[src/rtl/gate_scan_sequencer.sv]
`timescale 1ns/1ps
`default_nettype none
// ============================================================================
//  Module   : gate_scan_sequencer
//  Purpose  : Steps a gate delay through N values, starting at base_delay
//             and adding step_delta each time. The sequencer stays on each
//             step for M counted (non-background) frames, then moves on. Each
//             new delay is presented on gate_delay_o with a one-cycle
//             load_param strobe.
//  Revision : 1.0 - initial release
// ----------------------------------------------------------------------------
//  Ports
//    clk              in   1   single clock
//    rst              in   1   synchronous active-high reset
//    start            in   1   one-cycle scan request (accepted in IDLE only)
//    abort            in   1   terminates any scan, highest priority
//    base_delay       in  32   first gate delay (clk ticks)
//    step_delta       in   8   delay increment per step (zero-extended)
//    step_count       in  16   number of delay steps N
//    frames_per_step  in   8   counted frames per step M
//    frame_ext_trig   in   1   frame trigger, rising edge = frame boundary
//    frame_type       in   2   01=A, 10=B, 00=background (ignored)
//    gate_delay_o     out 32   delay to load into the gate generator
//    load_param       out  1   strobe: gate_delay_o valid, latch it
//    step_idx         out 16   current step index 0..N-1
//    busy             out  1   high in every state except IDLE
//    done             out  1   one-cycle pulse at scan completion
//    err_cfg          out  1   one-cycle pulse when start is rejected
// ============================================================================
module gate_scan_sequencer (
  input  logic        clk,
  input  logic        rst,
  input  logic        start,
  input  logic        abort,
  input  logic [31:0] base_delay,
  input  logic [7:0]  step_delta,
  input  logic [15:0] step_count,
  input  logic [7:0]  frames_per_step,
  input  logic        frame_ext_trig,
  input  logic [1:0]  frame_type,
  output logic [31:0] gate_delay_o,
  output logic        load_param,
  output logic [15:0] step_idx,
  output logic        busy,
  output logic        done,
  output logic        err_cfg
);

  typedef enum logic [1:0] {
    S_IDLE = 2'd0,
    S_LOAD = 2'd1,
    S_RUN  = 2'd2,
    S_DONE = 2'd3
  } state_t;

  state_t      state_q;

  // Shadow copies of the configuration, captured only when a scan starts.
  logic [31:0] base_q;
  logic [7:0]  delta_q;
  logic [15:0] n_q;
  logic [7:0]  m_q;

  logic [31:0] gate_delay_q;
  logic [15:0] step_idx_q;
  logic [7:0]  frame_cnt_q;
  logic        load_q;
  logic        busy_q;
  logic        done_q;
  logic        err_q;

  // Previous-cycle trigger. Resets high so a trigger already asserted when
  // reset is released does not look like a rising edge.
  logic        trig_dly_q;

  // Set when a counted boundary lands in the cycle right after a load_param
  // strobe; the boundary is then processed one cycle later so load_param can
  // never be high on two consecutive cycles. A new rising edge cannot occur
  // in the deferred cycle because the trigger is still high.
  logic        pend_q;

  logic        w_boundary;
  logic        w_counted;
  logic        w_event;
  logic        w_last_frame;
  logic        w_last_step;
  logic        w_cfg_bad;
  logic [32:0] w_sum;
  logic [31:0] w_next_delay;

  assign w_boundary   = frame_ext_trig & ~trig_dly_q;
  assign w_counted    = w_boundary & (frame_type != 2'b00);
  assign w_event      = w_counted | pend_q;
  assign w_last_frame = (frame_cnt_q == (m_q - 8'd1));
  assign w_last_step  = (step_idx_q == (n_q - 16'd1));
  assign w_cfg_bad    = (step_count == 16'd0) || (frames_per_step == 8'd0);

  // 33-bit sum: the carry bit marks overflow and the result clamps to all ones.
  assign w_sum        = {1'b0, gate_delay_q} + {25'd0, delta_q};
  assign w_next_delay = w_sum[32] ? 32'hFFFF_FFFF : w_sum[31:0];

  always_ff @(posedge clk) begin
    if (rst) begin
      state_q      <= S_IDLE;
      base_q       <= 32'd0;
      delta_q      <= 8'd0;
      n_q          <= 16'd0;
      m_q          <= 8'd0;
      gate_delay_q <= 32'd0;
      step_idx_q   <= 16'd0;
      frame_cnt_q  <= 8'd0;
      load_q       <= 1'b0;
      busy_q       <= 1'b0;
      done_q       <= 1'b0;
      err_q        <= 1'b0;
      trig_dly_q   <= 1'b1;
      pend_q       <= 1'b0;
    end else begin
      trig_dly_q <= frame_ext_trig;
      // Strobes default low so each is at most one cycle wide.
      load_q     <= 1'b0;
      done_q     <= 1'b0;
      err_q      <= 1'b0;

      case (state_q)
        S_IDLE: begin
          // A start arriving while err_cfg is high is ignored so that
          // err_cfg cannot pulse on two consecutive cycles.
          if (!abort && start && !err_q) begin
            if (w_cfg_bad) begin
              err_q <= 1'b1;
            end else begin
              base_q  <= base_delay;
              delta_q <= step_delta;
              n_q     <= step_count;
              m_q     <= frames_per_step;
              busy_q  <= 1'b1;
              state_q <= S_LOAD;
            end
          end
        end

        S_LOAD: begin
          pend_q <= 1'b0;
          if (abort) begin
            busy_q  <= 1'b0;
            state_q <= S_IDLE;
          end else begin
            // Any boundary seen in this cycle is deliberately not counted.
            gate_delay_q <= base_q;
            step_idx_q   <= 16'd0;
            frame_cnt_q  <= 8'd0;
            load_q       <= 1'b1;
            state_q      <= S_RUN;
          end
        end

        S_RUN: begin
          if (abort) begin
            pend_q  <= 1'b0;
            busy_q  <= 1'b0;
            state_q <= S_IDLE;
          end else if (w_event) begin
            if (load_q) begin
              pend_q <= 1'b1;
            end else begin
              pend_q <= 1'b0;
              if (w_last_frame) begin
                if (w_last_step) begin
                  done_q  <= 1'b1;
                  state_q <= S_DONE;
                end else begin
                  step_idx_q   <= step_idx_q + 16'd1;
                  gate_delay_q <= w_next_delay;
                  frame_cnt_q  <= 8'd0;
                  load_q       <= 1'b1;
                end
              end else begin
                frame_cnt_q <= frame_cnt_q + 8'd1;
              end
            end
          end
        end

        S_DONE: begin
          // done is already high this cycle; just return to IDLE.
          busy_q  <= 1'b0;
          state_q <= S_IDLE;
        end

        default: begin
          busy_q  <= 1'b0;
          state_q <= S_IDLE;
        end
      endcase
    end
  end

  assign gate_delay_o = gate_delay_q;
  assign load_param   = load_q;
  assign step_idx     = step_idx_q;
  assign busy         = busy_q;
  assign done         = done_q;
  assign err_cfg      = err_q;

endmodule
`default_nettype wire

[config.mk]
export PLATFORM = sky130hd
export DESIGN_NAME = gate_scan_sequencer
export DESIGN_NICKNAME = d
export VERILOG_FILES = /design/src/rtl/gate_scan_sequencer.sv
export SDC_FILE = /design/constraint.sdc
export NUM_CORES = 1
export LEC_CHECK = 0
export BUFFER_PORTS_ARGS = -buffer_cell sky130_fd_sc_hd__buf_2
export CAP_MARGIN = 20
export CORE_MARGIN = 4
export CORE_UTILIZATION = 51
export DETAILED_ROUTE_END_ITERATION = 7
export HOLD_SLACK_MARGIN = 0.05
export PLACE_DENSITY = 0.74
export SLEW_MARGIN = 15
export SYNTH_ARGS = -nofsm -noshare
export SYNTH_HDL_FRONTEND = slang
export SYNTH_SLANG_ARGS = --single-unit
[constraint.sdc]
create_clock -name clk -period 2.8 [get_ports clk]
set_input_delay 0.56 -clock clk [delete_from_list [all_inputs] [get_ports clk]]
set_output_delay 0.56 -clock clk [all_outputs]
set_load 0.02 [all_outputs]
==> impl_metrics.ini <==
[finish]
area_growth_pct = 35.2
final_common_cell = nand2_1
n_fill_cell = 1092
layout_common_cells = 182 x nand2_1, 125 x dfxtp_1, 121 x buf_2, 92 x a21oi_1, 85 x buf_4
fin_util_pct = 71.5
final_nets = 1196
diodes = 0
layout-drive-gt1-share_pct = 30.3

[job]
drv_cap = 0

[floorplan]
fp-row-count = 42
die_y_um = 126
coreArea_um2 = 13500
initial_core_util_pct = 52.9
dieWidth_um = 126
ios = 123
die_area_um2 = 15900

[power_and_ir_drop]
intPower_uw = 3710
power_frac_comb_pct = 18.7
p_per_area_nw_per_um2 = 532
swShare_pct = 27.5
seq_power_share_pct = 38.8
netSwitchingPower_uw = 1410
p_total_uw = 5120
p_clk_share_pct = 42.5
vdd_drop_max_mv = 0.498
leakage_uw = 0.00377

[synth]
synthAdderAreaFrac_pct = 3.10
synth_top_area_share_pct = 36.0
synth_nets = 1013
synth_top_area_cell = dfxtp_1
synthCells = 925
synth-seq-area-share_pct = 36.0
synth.area.mux_share_pct = 1.97
synthSimpleGateAreaFrac_pct = 25.7
yosysWarningCount = 0
synth_edf_count = 0
syn_area_per_cell_um2 = 7.69
synth_compound_area_share_pct = 23.1
synth_top_family_by_area = simple AND/OR/NAND/NOR gates
synth_xor_area_share_pct = 4.56
ys.flop_type = dfxtp_1
async_reset_ff_share_pct = 0
syn_area_um2 = 7110
ys_types = 70
ys_ff_latch = 128
synth_area_leaders = dfxtp_1 36%, nand2_1 9.7%, a21oi_1 7.3%

[critical_path]
worstPathArrival_ns = 3.48
critPathLaunchType = register
critPathCaptureType = register
path_class = reg2reg
crit_required_ns = 3.15
cp_max_fo = 4

[detailed_routing]
routed_wl_mm = 21.4
via_count = 7500
post_drt_wl_per_cell_um = 16.5
vias_per_cell = 5.78
drtPass1Iterations = 5
drtIter0Drc = 450
drtAntennaViolNets = 0
drcViolationCount = 0

[timing]
setup_viol = 58
hold_violations = 0
rsz0062_at_grt = true
fin_skew_ns = 0.00963
layout_setup_ws_ns = -0.327
tightest_slew_ns = 1.07
min_period_ns = 3.13
slew-limit-headroom_pct = 28.5
fin_crit_sh_pct = 112
max_freq_ghz = 0.320
slew_violations = 0

[global_route]
grt_use_met3_pct = 5.76
grt_first_pass_wirelength_mm = 34.7
grt_usage_pct = 26.1
top_usage_layer = met2
antenna_found_initial = 0
grtUsageMet2_pct = 40.2
use_met1_pct = 36.5
grt_max_degree = 106
grt_pass1_vias = 7081
grt_overflow = 0

[clocking]
max-clock-path-buffers = 2
cts-root-buf = clkbuf_16
clk_latency_ns = 0.42
clkSlewWorstSetupHoldPaths_ns = 0.06
holdBufCountCts = 0
htreeDepth = 4
numCtsBuffers = 17
cts_sinks = 128
tritoncts = yes

[worst_hold_path]
hold_class = in2reg

[run_status]
violations = negative setup slack
outcome = finished, violations left

[place]
place.port_buffers = 122
gp_congestion = 0.896
dpl.hpwl_mm = 14.3
## metal layers
layer | part of all wire, % | up-vias
met5 | 0 | -
met4 | 1.6 | 0
met3 | 6.8 | 36
met2 | 46 | 288
met1 | 46 | 3493
li1 | - | 3683
## power groups by stage
stage               clock [uW]  combinational, uW  sequential, uW
global route              2290               1040            2000
global placement             0                807            2020
floorplan                    0                504            2040
CTS                       2200                900            1980
finish                    2180                957            1990
detailed placement           0                817            2020
## metrics by stage
| step | hold WS, ns | cell area [um2] | TNS, ns | worst slack (ns) | instances |
|---|---|---|---|---|---|
| 2_1_floorplan | 0.432 | 7250 | -1.64 | -0.0713 | 925 |
| 3_3_place_gp | 0.444 | 8520 | -5.02 | -0.171 | 1247 |
| 3_5_place_dp | 0.450 | 8520 | -7.93 | -0.230 | 1247 |
| 4_1_cts | 0.362 | 9360 | -3.05 | -0.170 | 1292 |
| 5_1_grt | 0.362 | 9620 | -18.11 | -0.449 | 1297 |
| 6_report | 0.376 | 9620 | -9.71 | -0.327 | 1297 |
## sequential cells by signal, summed over array words and instances (netlist names)
signal and count:
frame_cnt_q 8, state_q 2, err_cfg 1, pend_q 1, gate_delay_o 32, base_q 32, done 1, step_idx 16
busy 1, delta_q 8, n_q 16, load_param 1, m_q 8, trig_dly_q 1
## logic make-up (layout without fill, tap and decap cells)
kind of cell	Yosys count	in the layout
AOI/OAI and AO/OA	255	255
xor gates and xnor gates	37	37
adders and majority gates	17	17
buffers and inverters	96	292
DFF	128	128
muxes	14	14
and+or+nand+nor	378	378
## critical path: stages, from the launching register on
cell,delay (ns)
dfxtp_4,0.35
inv_4,0.05
ha_4,0.12
or4b_4,0.50
or4_4,0.43
o211ai_1,0.14
buf_4,0.17
o2111ai_4,0.13
nor4_4,0.35
a31oi_1,0.16
or4_4,0.53
a21oi_2,0.11
## final timing paths
kind | startpoint | to | slack, ns | cells after the start
max reg2reg | n_q[1] | state_q[1] | -0.33 | 11
min reg2reg | base_q[1] | base_q[1] | 0.46 | 2
min | base_delay[28] | base_q[28] | 0.38 | 3
max | n_q[1] | state_q[1] | -0.33 | 11
## what timing repair did
action / 4_1_cts / 5_1_grt
buffers inserted: 13 / 6
hold endpoints to repair: 0 / 0
pin swaps: 7 / 16
resized for setup: 31 / 51
setup endpoints to repair: 58 / 58
## synthesized netlist by cell type, types with 6 or more instances
cell type / number
a21o_1: 8
a21oi_1: 104
a221oi_1: 19
and3_1: 8
buf_2: 6
clkbuf_1: 46
dfxtp_1: 128
ha_1: 16
inv_1: 38
mux2i_1: 14
nand2_1: 184
nand2b_1: 7
nand3_1: 31
nand4_1: 19
nor2_1: 43
nor2b_1: 6
nor3_1: 14
nor4_1: 9
o211ai_1: 6
o21ai_0: 41
o221ai_1: 9
o22ai_1: 15
or2_2: 7
or3_1: 18
or4_1: 6
xnor2_1: 25
xor2_1: 12
## layout make-up
cell class | instances | area, um2 | share of cell area (%)
Clock buffer | 23 | 478 | 4.97
Clock inverter | 9 | 108 | 1.12
Tap cell | 176 | 220 | 2.29
Multi-Input combinational cell | 701 | 4610 | 47.9
Inverter | 38 | 145 | 1.51
Timing Repair Buffer | 222 | 1490 | 15.5
Sequential cell | 128 | 2570 | 26.7
Note: power is estimated with default switching activity, not from simulation.
